===== src/rtl/uart_rx_fifo.sv =====
// Oversampled UART receiver with configurable frame format.
// Received bytes and their parity/framing flags go into a small FIFO with a valid/ready output.
module uart_rx_fifo #(
   parameter int CLK_DIV    = 27,
   parameter int OVS        = 16,
   parameter int DATA_BITS  = 8,
   parameter int FIFO_DEPTH = 8
) (
   input  logic                          clk,
   input  logic                          rst_n,
   input  logic                          rxd,
   input  logic                          parity_en,
   input  logic                          parity_odd,
   output logic [DATA_BITS-1:0]          rx_data,
   output logic                          rx_perr,
   output logic                          rx_ferr,
   output logic                          rx_valid,
   input  logic                          rx_ready,
   output logic                          overrun,
   input  logic                          clr_overrun,
   output logic [$clog2(FIFO_DEPTH):0]   fifo_level
);

   localparam int DIV_W  = (CLK_DIV > 1) ? $clog2(CLK_DIV) : 1;
   localparam int SCNT_W = $clog2(OVS);
   localparam int BCNT_W = $clog2(DATA_BITS);
   localparam int PTR_W  = $clog2(FIFO_DEPTH);
   localparam int LVL_W  = PTR_W + 1;
   localparam int ENT_W  = DATA_BITS + 2;

   typedef enum logic [2:0] {
      S_IDLE, S_START, S_DATA, S_PARITY, S_STOP, S_BREAK
   } state_t;

   logic [1:0]           sync_q, sync_d;
   logic [DIV_W-1:0]     div_q, div_d;
   state_t               state_q, state_d;
   logic [SCNT_W-1:0]    scnt_q, scnt_d;
   logic [BCNT_W-1:0]    bcnt_q, bcnt_d;
   logic [DATA_BITS-1:0] shift_q, shift_d;
   logic                 pen_q, pen_d;
   logic                 podd_q, podd_d;
   logic                 perr_q, perr_d;
   logic [ENT_W-1:0]     mem_q [FIFO_DEPTH];
   logic [ENT_W-1:0]     mem_d [FIFO_DEPTH];
   logic [PTR_W-1:0]     wr_ptr_q, wr_ptr_d;
   logic [PTR_W-1:0]     rd_ptr_q, rd_ptr_d;
   logic [LVL_W-1:0]     level_q, level_d;
   logic                 overrun_q, overrun_d;

   logic                 rxd_s;
   logic                 tick;
   logic                 scnt_last;
   logic                 push_req;
   logic                 push;
   logic                 pop;
   logic                 full;
   logic [ENT_W-1:0]     push_entry;

   always_comb begin
      sync_d = {sync_q[0], rxd};
      rxd_s  = sync_q[1];
      tick   = (div_q == DIV_W'(CLK_DIV - 1));
      div_d  = tick ? '0 : div_q + DIV_W'(1);
   end

   // Frame FSM; everything advances only on oversample ticks.
   always_comb begin
      state_d    = state_q;
      scnt_d     = scnt_q;
      bcnt_d     = bcnt_q;
      shift_d    = shift_q;
      pen_d      = pen_q;
      podd_d     = podd_q;
      perr_d     = perr_q;
      push_req   = 1'b0;
      scnt_last  = (scnt_q == SCNT_W'(OVS - 1));
      push_entry = {~rxd_s, perr_q, shift_q};
      if (tick) begin
         case (state_q)
            S_IDLE: begin
               if (!rxd_s) begin
                  state_d = S_START;
                  scnt_d  = '0;
               end
            end
            S_START: begin
               if (scnt_q == SCNT_W'(OVS / 2 - 1)) begin
                  pen_d  = parity_en;
                  podd_d = parity_odd;
                  perr_d = 1'b0;
                  if (!rxd_s) begin
                     state_d = S_DATA;
                     scnt_d  = '0;
                     bcnt_d  = '0;
                  end else begin
                     state_d = S_IDLE;
                  end
               end else begin
                  scnt_d = scnt_q + SCNT_W'(1);
               end
            end
            S_DATA: begin
               if (scnt_last) begin
                  scnt_d  = '0;
                  shift_d = {rxd_s, shift_q[DATA_BITS-1:1]};
                  if (bcnt_q == BCNT_W'(DATA_BITS - 1)) begin
                     state_d = pen_q ? S_PARITY : S_STOP;
                  end else begin
                     bcnt_d = bcnt_q + BCNT_W'(1);
                  end
               end else begin
                  scnt_d = scnt_q + SCNT_W'(1);
               end
            end
            S_PARITY: begin
               if (scnt_last) begin
                  scnt_d  = '0;
                  perr_d  = ((^shift_q) ^ rxd_s) != podd_q;
                  state_d = S_STOP;
               end else begin
                  scnt_d = scnt_q + SCNT_W'(1);
               end
            end
            S_STOP: begin
               if (scnt_last) begin
                  push_req = 1'b1;
                  state_d  = rxd_s ? S_IDLE : S_BREAK;
               end else begin
                  scnt_d = scnt_q + SCNT_W'(1);
               end
            end
            S_BREAK: begin
               if (rxd_s) state_d = S_IDLE;
            end
            default: state_d = S_IDLE;
         endcase
      end
   end

   // A full FIFO still takes a frame when the head leaves on the same edge.
   always_comb begin
      pop       = rx_valid & rx_ready;
      full      = (level_q == LVL_W'(FIFO_DEPTH));
      push      = push_req & (~full | pop);
      mem_d     = mem_q;
      wr_ptr_d  = wr_ptr_q;
      rd_ptr_d  = rd_ptr_q;
      level_d   = level_q;
      overrun_d = overrun_q;
      if (push) begin
         mem_d[wr_ptr_q] = push_entry;
         wr_ptr_d        = wr_ptr_q + PTR_W'(1);
      end
      if (pop) rd_ptr_d = rd_ptr_q + PTR_W'(1);
      if (push && !pop) level_d = level_q + LVL_W'(1);
      else if (pop && !push) level_d = level_q - LVL_W'(1);
      if (push_req && !push) overrun_d = 1'b1;
      else if (clr_overrun) overrun_d = 1'b0;
   end

   always_ff @(posedge clk or negedge rst_n) begin
      if (!rst_n) begin
         sync_q    <= 2'b11;
         div_q     <= '0;
         state_q   <= S_IDLE;
         scnt_q    <= '0;
         bcnt_q    <= '0;
         shift_q   <= '0;
         pen_q     <= 1'b0;
         podd_q    <= 1'b0;
         perr_q    <= 1'b0;
         mem_q     <= '{default: '0};
         wr_ptr_q  <= '0;
         rd_ptr_q  <= '0;
         level_q   <= '0;
         overrun_q <= 1'b0;
      end else begin
         sync_q    <= sync_d;
         div_q     <= div_d;
         state_q   <= state_d;
         scnt_q    <= scnt_d;
         bcnt_q    <= bcnt_d;
         shift_q   <= shift_d;
         pen_q     <= pen_d;
         podd_q    <= podd_d;
         perr_q    <= perr_d;
         mem_q     <= mem_d;
         wr_ptr_q  <= wr_ptr_d;
         rd_ptr_q  <= rd_ptr_d;
         level_q   <= level_d;
         overrun_q <= overrun_d;
      end
   end

   assign rx_valid                     = (level_q != '0);
   assign {rx_ferr, rx_perr, rx_data}  = mem_q[rd_ptr_q];
   assign overrun                      = overrun_q;
   assign fifo_level                   = level_q;

endmodule

===== config.mk =====
export PLATFORM = sky130hd
export DESIGN_NAME = uart_rx_fifo
export DESIGN_NICKNAME = d
export VERILOG_FILES = /design/src/rtl/uart_rx_fifo.sv
export SDC_FILE = /design/constraint.sdc
export NUM_CORES = 1
export LEC_CHECK = 0
export BUFFER_PORTS_ARGS = -buffer_cell sky130_fd_sc_hd__buf_2
export CAP_MARGIN = 20
export CORE_ASPECT_RATIO = 0.8
export CORE_MARGIN = 3
export CORE_UTILIZATION = 60
export DETAILED_ROUTE_END_ITERATION = 10
export GPL_TIMING_DRIVEN = 0
export PLACE_DENSITY = 0.77
export SYNTH_ARGS = -nofsm -noshare
export SYNTH_HDL_FRONTEND = slang
export SYNTH_SLANG_ARGS = --single-unit

===== constraint.sdc =====
create_clock -name clk -period 8.2 [get_ports clk]
set_clock_uncertainty 0.2 [all_clocks]
set_input_delay 1.23 -clock clk [delete_from_list [all_inputs] [get_ports clk]]
set_output_delay 1.23 -clock clk [all_outputs]
set_load 0.01 [all_outputs]

==> summary.md <==
| Metric | Value |
|---|---|
| Worst R2R End | `fifo_level[3]` |
| CTS sink cnt | `119` |
| Starting Density | `0.624` |
| GR Util All Layers | `0.238` |
| Syn. warnings | `0` |
| CTS tree | `done` |
| Post-Synth Adder-Cell Area | `0.0253` |
| Final Hold Fails | `0` |
| Max Cap Violations | `0` |
| FF-to-FF Start | `div_q[0]` |
| Routed wire length | `between 10 and 15 mm` |
| Synth Net Count | `445` |
| Post-synth cell types | `48` |
| CP max FO | `10` |
| Cell Rows | `31` |
| Post-route antenna net violation count | `0` |
| Vias in the first global route | `around 3700` |
| Area Overhead vs Synth | `15.2%` |
| Period utilization | `0.495` |
| Vias | `roughly 3600` |
| WP data required | `around 6.8 ns` |
| Synth Area in Compound Gates | `0.0351` |
| Critical-path top delay cell | `buf_1` |
| Simple-gate area share of the yosys netlist | `0.0735` |
| CP endpoint kind | `output port` |
| Nets | `488` |
| Post-route setup TNS | `0 ns` |
| Initial antenna violation count | `0` |
| Min-Delay Path Class | `reg -> reg` |
| Area share of the leading cell type in the synthesized netlist | `0.510` |
| Clock transition at path regs | `around 0.060 ns` |
| CP peak stage delay | `approximately 0.75 ns` |
| N_diodes | `0` |
| WHS | `0.157 ns` |
| Least-Margin Pin Slew | `0.974 ns` |
| Die span in y | `93.5 um` |
| PwrDens | `a little under 200 nW/um^2` |
| WP buf/inv | `2` |
| Post CTS Setup Buffer Count | `0` |
| Worst setup path endpoint | `rx_data[0]` |
| Initial DRT Pass Iterations | `4` |
| Seq cells post-synth | `around 120` |
| Final setup fails | `0` |
| Element type at the critical path start | `flip-flop` |
| Worst path arrival time | `around 2.6 ns` |
| CTS resizes | `0` |
| Commonest cells post-synth | `dfrtp_1, mux2_2, clkbuf_1, nand2_1` |
| Rel. slew slack | `0.351` |
| Core ar. | `around 9000 sq um` |
| Starting DRT DRC Count | `about 190` |
| Vias per cell | `between 5 and 6` |
| Clk buf depth | `2` |
| Fin util | `0.719` |
| WS Path Type | `reg -> out` |
| Post-synth EDFFs | `0` |
| Crit-path leading delay family | `multiplexers` |
| Per-cell routed wire length | `19.3 um` |
| Cell Area, Synth | `~5700 sq um` |
| PortBufs | `22` |
| Layout cells sized above 1 | `0.379` |
| CTS Hold Bufs | `0` |
| Crit-path cells | `buf_1 > mux4_2 > mux2_2 > buf_2` |
| Die area | `10800 sq um` |
| HPWL after DPL | `between 7 and 8 mm` |
| Synth area leader | `dfrtp_1` |
| Dominant synthesized flop cell | `dfrtp_1` |
| First-pass GRT wire length | `approximately 19 mm` |
| Worst IR drop on VDD | `0.174 mV` |
| Root buf cell | `clkbuf_16` |
| Mux cell area share after synthesis | `0.279` |
| Largest net degree at the start of global routing | `83` |
| Pre-CTS setup slack | `around 4.5 ns` |
| Gr ovfl total | `0` |
| Synth Area in XOR/XNOR | `0.0366` |
| Most frequent cell after synthesis | `dfrtp_1` |
| Flop2flop setup slack | `4.75 ns` |
| I/O pins | `23` |
| Largest cells by area after synthesis | `dfrtp_1, mux2_2, mux4_2` |
| Main combinational cell family by area after synthesis | `multiplexers` |
| Final WS setup | `approximately 4.1 ns` |
| Post-layout min period | `4.06 ns` |
| WP depth | `4` |
| Worst R2R Path Depth | `14` |
| Sequential fraction of the synthesis area | `0.520` |
| GPL Wtd Cong | `0.808` |
| CP startpoint | `rd_ptr_q[0]` |
| Syn_area_per_cell | `around 13 sq um` |
| RSZ-0062 raised after global routing | `false` |
| Async set or reset register ratio after synthesis | `1.00` |
| Tot Pwr | `0.00131 W` |
| DRC | `0` |
| H-tree level count | `4` |
| Max Fclk | `about 0.25 GHz` |
| Number of CTS-inserted buffers | `17` |
| Status | `complete, no violations` |
| Post-Synthesis Cells | `about 430` |
| Pins Over Slew Limit | `0` |
| Clock latency on the worst-skew pair | `roughly 0.42 ns` |
| Leak | `3.12 nW` |
| Die Span X | `115 um` |
## kinds of logic (layout without fill, tap and decap cells)
kind of cell,after synthesis,count (layout)
multiplexers,123,123
flip-flops,119,119
AND/OR/NAND/NOR,75,75
buffers and inverters,44,100
AO/OA/AOI/OAI,31,31
XOR/XNOR,24,24
adder cells (fa/ha/maj),11,11
## layout by cell type (no fill, tap or decap), drive strengths merged, types with 5 or more instances in the layout
cell / count
a21oi: 6
inv: 13
o21ai: 10
ha: 10
clkinv: 5
mux2: 95
nand4: 5
mux2i: 8
clkbuf: 44
buf: 32
nor2: 14
nand3: 6
dfrtp: 117
xnor2: 20
nand2: 24
clkinvlp: 5
mux4: 20
## how the worst min path moves through the flow
stage	from	end	depth (start not counted)
global route	sync_q[0]	sync_q[1]	0
detailed placement	sync_q[0]	sync_q[1]	0
CTS	sync_q[0]	sync_q[1]	0
finish	sync_q[0]	sync_q[1]	0
global placement	sync_q[0]	sync_q[1]	0
floorplan	sync_q[0]	sync_q[1]	0
## per-stage QoR
step,cell area (sq um),instances
floorplan,5740,427
global placement,5990,564
detailed placement,6020,565
CTS,6590,597
global route,6610,598
finish,6610,598
## area by class of cell
cell class | instances | area (sq um)
Tap cell | 115 | 144
Clock buffer | 21 | 470
Fill cell | 620 | 2590
Timing Repair Buffer | 24 | 155
Buffer | 31 | 128
Sequential cell | 119 | 2980
Inverter | 13 | 48.8
Multi-Input combinational cell | 264 | 2580
Clock inverter | 11 | 100
## registers in the layout, summed over array words and instances, names as in the netlist
signal      flops
div_q           5
rd_ptr_q        3
overrun         1
mem_q          80
sync_q          2
bcnt_q          3
pen_q           1
state_q         3
shift_q         8
perr_q          1
fifo_level      4
wr_ptr_q        3
podd_q          1
scnt_q          4
## routing by layer
metal,up-vias,GRT usage,part of all wire
met4,0,0.0782,0.0096
met1,1844,0.343,0.47
met2,83,0.352,0.46
li1,1620,-,-
met5,-,0,0
met3,11,0.0647,0.054
## report_power, final
part           switching [W]  internal (W)
combinational      0.0000162    0.00000532
sequential       0.000000161      0.000589
clock               0.000265      0.000439
No activity file was read; power rests on OpenSTA's default activity.
